[src/rtl/gba_cart_bus_pkg.sv]
// Shared types and constants for the GBA cartridge-edge front end.
package gba_cart_bus_pkg;

  localparam int unsigned HA_W        = 24;
  localparam int unsigned CART_ADDR_W = 26;
  localparam int unsigned DATA_W      = 16;
  localparam int unsigned REGION_BIT  = 25;

  localparam logic [1:0] DATA_WIDTH_8  = 2'b01;
  localparam logic [1:0] DATA_WIDTH_16 = 2'b10;

  localparam logic [1:0] S_IDLE     = 2'd0;
  localparam logic [1:0] S_RD_WAIT  = 2'd1;
  localparam logic [1:0] S_RD_DRIVE = 2'd2;
  localparam logic [1:0] S_WR       = 2'd3;

  typedef struct packed {
    logic [CART_ADDR_W-1:0] addr;
    logic [1:0]             width;
    logic [DATA_W-1:0]      wr_data;
  } cart_req_t;

  // ROM byte address is the halfword address shifted left, region bit clear
  function automatic cart_req_t rom_req(input logic [HA_W-1:0] ha, input logic [DATA_W-1:0] data);
    cart_req_t r;
    r.addr    = {1'b0, ha, 1'b0};
    r.width   = DATA_WIDTH_16;
    r.wr_data = data;
    return r;
  endfunction

  function automatic cart_req_t sram_req(input logic [15:0] addr, input logic [7:0] data);
    cart_req_t r;
    r.addr             = '0;
    r.addr[15:0]       = addr;
    r.addr[REGION_BIT] = 1'b1;
    r.width            = DATA_WIDTH_8;
    r.wr_data          = {8'h00, data};
    return r;
  endfunction

endpackage

[src/rtl/gba_cart_bus_sync.sv]
// Multi-flop synchroniser with rise/fall pulses taken from the last two stages of the chain.
module gba_sync #(
  parameter int unsigned SYNC_STAGES = 2,
  parameter int unsigned W           = 1,
  parameter logic [W-1:0] RST_VAL    = '0
) (
  input  logic         clk,
  input  logic         rst,
  input  logic [W-1:0] d,
  output logic [W-1:0] q,
  output logic [W-1:0] rise,
  output logic [W-1:0] fall
);

  // One extra history stage behind the synchronised output for edge detection
  logic [W-1:0] stg [SYNC_STAGES+1];

  always_ff @(posedge clk or negedge rst) begin
    if (!rst) begin
      for (int unsigned i = 0; i <= SYNC_STAGES; i++) stg[i] <= RST_VAL;
    end else begin
      stg[0] <= d;
      for (int unsigned i = 1; i <= SYNC_STAGES; i++) stg[i] <= stg[i-1];
    end
  end

  assign q    = stg[SYNC_STAGES-1];
  assign rise = stg[SYNC_STAGES-1] & ~stg[SYNC_STAGES];
  assign fall = ~stg[SYNC_STAGES-1] & stg[SYNC_STAGES];

endmodule

[src/rtl/gba_cart_bus.sv]
// GBA cartridge-edge front end: synchronises GBA strobes, tracks the ROM address and
// turns ROM/SRAM accesses into cart_rd/cart_wr requests towards the mux.
module gba_cart_bus
  import gba_cart_bus_pkg::*;
#(
  parameter int unsigned SYNC_STAGES = 2,
  parameter int unsigned MISS_CNT_W  = 16
) (
  input  logic                   clk,
  input  logic                   rst,
  input  logic                   gba_ncs,
  input  logic                   gba_ncs2,
  input  logic                   gba_nrd,
  input  logic                   gba_nwr,
  input  logic [15:0]            gba_ad_i,
  input  logic [7:0]             gba_a_i,
  output logic [15:0]            gba_ad_o,
  output logic                   gba_ad_oe,
  output logic [7:0]             gba_a_o,
  output logic                   gba_a_oe,
  output logic                   cart_rd,
  output logic                   cart_wr,
  output logic [CART_ADDR_W-1:0] cart_addr,
  output logic [1:0]             cart_data_width,
  output logic [DATA_W-1:0]      cart_wr_data,
  input  logic [DATA_W-1:0]      cart_rd_data,
  input  logic                   cart_rd_valid,
  output logic [MISS_CNT_W-1:0]  rd_miss_cnt
);

  // strobe vector order: {nwr, nrd, ncs2, ncs}
  logic [3:0]  strb_s, strb_rise, strb_fall;
  logic [23:0] bus_s, bus_rise, bus_fall;

  gba_sync #(.SYNC_STAGES(SYNC_STAGES), .W(4), .RST_VAL(4'hF)) u_strb_sync (
    .clk  (clk),
    .rst  (rst),
    .d    ({gba_nwr, gba_nrd, gba_ncs2, gba_ncs}),
    .q    (strb_s),
    .rise (strb_rise),
    .fall (strb_fall)
  );

  gba_sync #(.SYNC_STAGES(SYNC_STAGES), .W(24), .RST_VAL(24'h0)) u_bus_sync (
    .clk  (clk),
    .rst  (rst),
    .d    ({gba_a_i, gba_ad_i}),
    .q    (bus_s),
    .rise (bus_rise),
    .fall (bus_fall)
  );

  logic unused_sync;
  assign unused_sync = ^{strb_fall[1], bus_rise, bus_fall};

  logic        ncs_s, ncs2_s;
  logic        ncs_fall, ncs_rise, ncs2_rise;
  logic        nrd_fall, nrd_rise, nwr_fall, nwr_rise;
  logic [15:0] ad_s;
  logic [7:0]  a_s;

  assign ncs_s     = strb_s[0];
  assign ncs2_s    = strb_s[1];
  assign ncs_fall  = strb_fall[0];
  assign ncs_rise  = strb_rise[0];
  assign ncs2_rise = strb_rise[1];
  assign nrd_fall  = strb_fall[2];
  assign nrd_rise  = strb_rise[2];
  assign nwr_fall  = strb_fall[3];
  assign nwr_rise  = strb_rise[3];
  assign ad_s      = bus_s[15:0];
  assign a_s       = bus_s[23:16];

  logic [HA_W-1:0] ha;
  logic [15:0]     sram_addr_q;

  // ROM halfword address: load on chip-select fall, advance after every strobe while selected
  always_ff @(posedge clk or negedge rst) begin
    if (!rst) begin
      ha <= '0;
    end else if (ncs_fall) begin
      ha <= {a_s, ad_s};
    end else if (!ncs_s && (nrd_rise || nwr_rise)) begin
      ha <= ha + HA_W'(1);
    end
  end

  always_ff @(posedge clk or negedge rst) begin
    if (!rst) begin
      sram_addr_q <= '0;
    end else if (!ncs2_s && (nrd_fall || nwr_fall)) begin
      sram_addr_q <= ad_s;
    end
  end

  logic [1:0]            state, state_nxt;
  cart_req_t             req_q, req_nxt;
  logic                  rom_q, rom_nxt;
  logic                  rd_nxt, wr_nxt;
  logic [15:0]           ad_o_nxt;
  logic [7:0]            a_o_nxt;
  logic                  ad_oe_nxt, a_oe_nxt;
  logic [MISS_CNT_W-1:0] miss_nxt;
  logic                  cs_low, rom_cs, acc_cs_rise;

  // ROM select wins whenever both chip selects are low
  assign rom_cs      = !ncs_s;
  assign cs_low      = !ncs_s || !ncs2_s;
  assign acc_cs_rise = rom_q ? ncs_rise : ncs2_rise;

  always_ff @(posedge clk or negedge rst) begin
    if (!rst) begin
      state       <= S_IDLE;
      req_q       <= '0;
      rom_q       <= 1'b0;
      cart_rd     <= 1'b0;
      cart_wr     <= 1'b0;
      gba_ad_o    <= '0;
      gba_ad_oe   <= 1'b0;
      gba_a_o     <= '0;
      gba_a_oe    <= 1'b0;
      rd_miss_cnt <= '0;
    end else begin
      state       <= state_nxt;
      req_q       <= req_nxt;
      rom_q       <= rom_nxt;
      cart_rd     <= rd_nxt;
      cart_wr     <= wr_nxt;
      gba_ad_o    <= ad_o_nxt;
      gba_ad_oe   <= ad_oe_nxt;
      gba_a_o     <= a_o_nxt;
      gba_a_oe    <= a_oe_nxt;
      rd_miss_cnt <= miss_nxt;
    end
  end

  always_comb begin
    state_nxt = state;
    req_nxt   = req_q;
    rom_nxt   = rom_q;
    rd_nxt    = cart_rd;
    wr_nxt    = 1'b0;
    ad_o_nxt  = gba_ad_o;
    ad_oe_nxt = gba_ad_oe;
    a_o_nxt   = gba_a_o;
    a_oe_nxt  = gba_a_oe;
    miss_nxt  = rd_miss_cnt;
    case (state)
      S_IDLE: begin
        if (nrd_fall && cs_low) begin
          rom_nxt   = rom_cs;
          req_nxt   = rom_cs ? rom_req(ha, 16'h0) : sram_req(ad_s, 8'h00);
          rd_nxt    = 1'b1;
          state_nxt = S_RD_WAIT;
        end else if (nwr_rise && cs_low) begin
          rom_nxt   = rom_cs;
          req_nxt   = rom_cs ? rom_req(ha, ad_s) : sram_req(sram_addr_q, a_s);
          wr_nxt    = 1'b1;
          state_nxt = S_WR;
        end
      end
      S_RD_WAIT: begin
        // A strobe release before data arrives abandons the read; late valid is dropped
        if (nrd_rise || acc_cs_rise) begin
          rd_nxt    = 1'b0;
          state_nxt = S_IDLE;
          if (nrd_rise && (rd_miss_cnt != {MISS_CNT_W{1'b1}})) begin
            miss_nxt = rd_miss_cnt + MISS_CNT_W'(1);
          end
        end else if (cart_rd_valid) begin
          rd_nxt    = 1'b0;
          state_nxt = S_RD_DRIVE;
          if (rom_q) begin
            ad_o_nxt  = cart_rd_data;
            ad_oe_nxt = 1'b1;
          end else begin
            a_o_nxt  = cart_rd_data[7:0];
            a_oe_nxt = 1'b1;
          end
        end
      end
      S_RD_DRIVE: begin
        if (nrd_rise || acc_cs_rise) begin
          ad_oe_nxt = 1'b0;
          a_oe_nxt  = 1'b0;
          ad_o_nxt  = '0;
          a_o_nxt   = '0;
          state_nxt = S_IDLE;
        end
      end
      S_WR: begin
        req_nxt   = '0;
        state_nxt = S_IDLE;
      end
      default: begin
        state_nxt = S_IDLE;
      end
    endcase
  end

  assign cart_addr       = req_q.addr;
  assign cart_data_width = req_q.width;
  assign cart_wr_data    = req_q.wr_data;

endmodule
[config.mk]
export PLATFORM = sky130hd
export DESIGN_NAME = gba_cart_bus
export DESIGN_NICKNAME = d
export VERILOG_FILES = /design/src/rtl/gba_cart_bus_pkg.sv /design/src/rtl/gba_cart_bus_sync.sv /design/src/rtl/gba_cart_bus.sv
export SDC_FILE = /design/constraint.sdc
export NUM_CORES = 1
export LEC_CHECK = 0
export ABC_AREA = 1
export CORE_ASPECT_RATIO = 0.9
export CORE_MARGIN = 10
export CORE_UTILIZATION = 48
export DETAILED_ROUTE_END_ITERATION = 6
export GPL_TIMING_DRIVEN = 0
export PLACE_DENSITY = 0.76
export SLEW_MARGIN = 20
export SYNTH_ARGS = -nofsm -noshare
export SYNTH_HDL_FRONTEND = slang
export SYNTH_SLANG_ARGS = --single-unit
[constraint.sdc]
create_clock -name clk -period 1.6 [get_ports clk]
set_clock_uncertainty 0.05 [all_clocks]
set_input_delay 0.48 -clock clk [delete_from_list [all_inputs] [get_ports clk]]
set_output_delay 0.48 -clock clk [all_outputs]
set_load 0.05 [all_outputs]
==> reports/qor.csv <==
stage,metric,value,unit
outcome,status,finished with violations,
outcome,failing checks,"negative hold slack, negative setup slack",
placement,PortBufs,134,
global_routing,gr ovfl total,0,
worst_setup_path,crit start category,flop,
die,Die W,158,µm
layout,"Area growth, synth to finish",45.4,%
global_routing,Total GRT Usage,0.211,
layout,Layout Nets,1231,
global_routing,antenna violations before repair,0,
die,row count,45,
synth,#FFs+latches synth,190,
sta,Achievable Freq,560,MHz
synth,"Seq/Total Area, Yosys",0.581,
sta,final hold slack,-0.0157,ns
flow_run,maxcap violations,0,
placement,DPL Wire Length,15.6,mm
routing,via-per-instance ratio,5.43,
clock_network,root buffer cell,clkbuf_16,
global_routing,first-pass GRT wire length,37.6,mm
synth,synthesized net count,1005,
sta,post-route setup slack,-0.184,ns
clock_network,CTS Buf Count,17,
die,die area,22800,µm²
clock_network,"Clk pin slew, worst setup/hold paths",0.08,ns
clock_network,Post-CTS Hold Buffers,0,
power_and_ir_drop,PD cells,1730,nW/µm²
worst_hold_path,worst min path class,in -> async,
routing,final wirelength,25.6,mm
worst_setup_path,CP peak stage delay,0.59,ns
sta,final slew viol count,0,
worst_setup_path,CP Class,reg -> reg,
power_and_ir_drop,Leak,5.81,nW
placement,Placer Congestion,0.918,
layout,n_diodes,0,
die,# IOs,135,
layout,fraction of layout cells with a size suffix above 1,0.326,
clock_network,CTS tree,done,
die,Chip Height,144,µm
worst_setup_path,CP bufs+invs,2,
routing,Initial DRC Count,722,
sta,RSZ-0062 raised after global routing,yes,
layout,final design utilization,0.710,
global_routing,largest net degree at the start of global routing,99,
synth,Mapped Area,8210,µm²
synth,synth warn,0,
sta,Worst-Margin Slew,0.713,ns
sta,minimum clock period,1.78,ns
clock_network,Max Buffers Root-to-Sink,2,
worst_setup_path,"slowest stage cell, crit path",dfstp_2,
synth,Unique masters post-synth,34,
worst_setup_path,Critical Path Fanout Max,6,
placement,placed cell count,1302,
layout,fin area,11900,µm²
sta,final hold vios,6,
worst_setup_path,Worst EP arrival,2.09,ns
clock_network,worst skew pair latency,0.45,ns
die,starting density of the core,0.488,
routing,drt first pass iters,5,
worst_setup_path,worst-path cell chain,"nand3_4, nand2_4, nand2_8, buf_4, nor2_4, buf_6, nand2_1, o211ai_1",
clock_network,htree depth,4,
sta,Slew headroom,0.525,
power_and_ir_drop,"IR drop worst, VDD",1.09,mV
layout,Filler cells,1169,
worst_setup_path,crit end category,flop,
worst_setup_path,critical path data required time,1.91,ns
synth,Post-Syn Area per Cell,8.59,µm²
clock_network,CTS Sinks,190,
sta,Tcrit/Tclk final,1.12,
global_routing,vias in the first global route,7222,
worst_setup_path,CP top delay family,simple AND/OR/NAND/NOR gates,
die,CORE AREA,16800,µm²
routing,ANT nets after route,0,
routing,drt drc,0,
routing,WL/cell,18.2,µm
routing,via count,7634,
layout,Layout Cells excl Fill,1406,
placement,Placed Instance Area,9890,µm²
sta,Final Setup Violations,103,
synth,synthesized instance count,956,
layout by cell type (no fill, tap or decap), types with 5 or more instances in the layout:
cell type / n
nand3_1: 65
inv_2: 5
nand4_1: 18
nor2_2: 6
dfrtp_2: 18
nand2_2: 53
dfstp_2: 12
clkinv_2: 5
o21ai_0: 62
clkbuf_16: 19
nand2_8: 8
inv_1: 99
xor2_1: 5
buf_8: 12
buf_4: 90
o21ai_1: 29
clkdlybuf4s50_1: 45
buf_12: 7
a21oi_1: 17
inv_8: 8
nor2_4: 9
o21ai_2: 11
buf_6: 60
clkbuf_4: 9
o211ai_1: 16
nand2_1: 238
nor2_1: 36
nor3_1: 6
dfrtp_1: 160
nand3_4: 5
nand2_4: 24
sequential cells by signal, summed over array words and instances (netlist names):
| register | count |
|---|---|
| u_bus_sync.q | 24 |
| cart_data_width | 2 |
| rd_miss_cnt | 16 |
| cart_wr_data | 16 |
| ha | 24 |
| cart_wr | 1 |
| sram_addr_q | 16 |
| cart_addr | 25 |
| state | 2 |
| u_strb_sync.stg | 8 |
| gba_ad_oe | 1 |
| gba_a_o | 8 |
| cart_rd | 1 |
| rom_q | 1 |
| u_strb_sync.q | 4 |
| gba_ad_o | 16 |
| gba_a_oe | 1 |
| u_bus_sync.stg | 24 |
metal layers:
| layer | wire length, µm | GRT usage | vias up |
|---|---|---|---|
| met3 | 2320 | 0.0677 | 70 |
| met1 | 10600 | 0.276 | 3678 |
| met4 | 612 | 0.0865 | 0 |
| met2 | 12100 | 0.316 | 354 |
| li1 | - | - | 3532 |
| met5 | 0 | 0 | - |
where the power goes:
part           internal, mW  leakage, nW  switching [mW]
clock                  2.23        0.298            2.06
combinational          3.38         3.17            6.02
sequential             5.92         2.34            1.03
cell usage after synthesis (all sizes together):
cell      n  area (µm²)
a21oi    24         120
a22oi     2        15.0
a32oi     1        8.76
buf      18         120
clkbuf   14        62.6
clkinv    2        7.51
dfrtp   178        4450
dfstp    12         315
ha        2        25.0
inv     107         402
nand2   320        1230
nand3    71         360
nand3b    2        15.0
nand4    18         113
nor2     51         216
nor3      7        35.0
o211ai   16         120
o21ai   102         518
o21bai    1        7.51
o22ai     1        6.26
xnor2     2        17.5
xor2      5        43.8
logic make-up (layout without fill, tap and decap cells):
logic type | Yosys count | after routing | share of synthesized area
fa+ha+maj | 2 | 2 | 0.00305
buf+inv | 141 | 377 | 0.0720
simple gates | 469 | 472 | 0.240
xor+xnor | 7 | 7 | 0.00746
compound gates | 147 | 147 | 0.0969
flops | 190 | 190 | 0.581
cell type report:
class                           count  area (µm²)  area share
Clock inverter                     15         166      0.0139
Timing Repair Buffer              206        2030       0.170
Tap cell                          211         264      0.0221
Multi-Input combinational cell    628        3520       0.294
Sequential cell                   190        4790       0.401
Clock buffer                       17         425      0.0356
Inverter                          109         428      0.0358
Buffer                             30         324      0.0271
metrics by stage:
step | setup TNS (ns) | hold slack, ns | power, mW | setup slack (ns)
5_1_grt | -16.34 | 0.0298 | 21.5 | -0.260
6_report | -9.77 | -0.0157 | 20.7 | -0.184
2_1_floorplan | -0.919 | 0.134 | 11.4 | -0.0900
4_1_cts | -4.05 | 0.0313 | 19.1 | -0.115
3_5_place_dp | -32.33 | 0.285 | 14.1 | -0.487
3_3_place_gp | -1477.96 | 0.281 | 14.0 | -8.46
final timing paths:
path / startpoint / endpoint / slack (ns) / cells past startpoint
worst max register to register: u_strb_sync.stg[2] / cart_addr[10] / -0.18 / 8
worst min-delay path: rst / gba_ad_o[1] / -0.02 / 1
worst max-delay path: u_strb_sync.stg[2] / cart_addr[10] / -0.18 / 8
max in group asynchronous: rst / rd_miss_cnt[2] / 0.55 / 2
worst min register to register: u_bus_sync.stg[48] / u_bus_sync.q[0] / 0.30 / 0
min in group clk: u_bus_sync.stg[48] / u_bus_sync.q[0] / 0.30 / 0
what timing repair did:
| item | CTS | global route |
|---|---|---|
| setup endpoints to repair | 206 | 165 |
| gates resized for setup | 666 | 209 |
| buffers inserted | 38 | 25 |
| pin swaps | 16 | 34 |
| gates cloned | 9 | 3 |
Note: power is estimated with default switching activity, not from simulation.
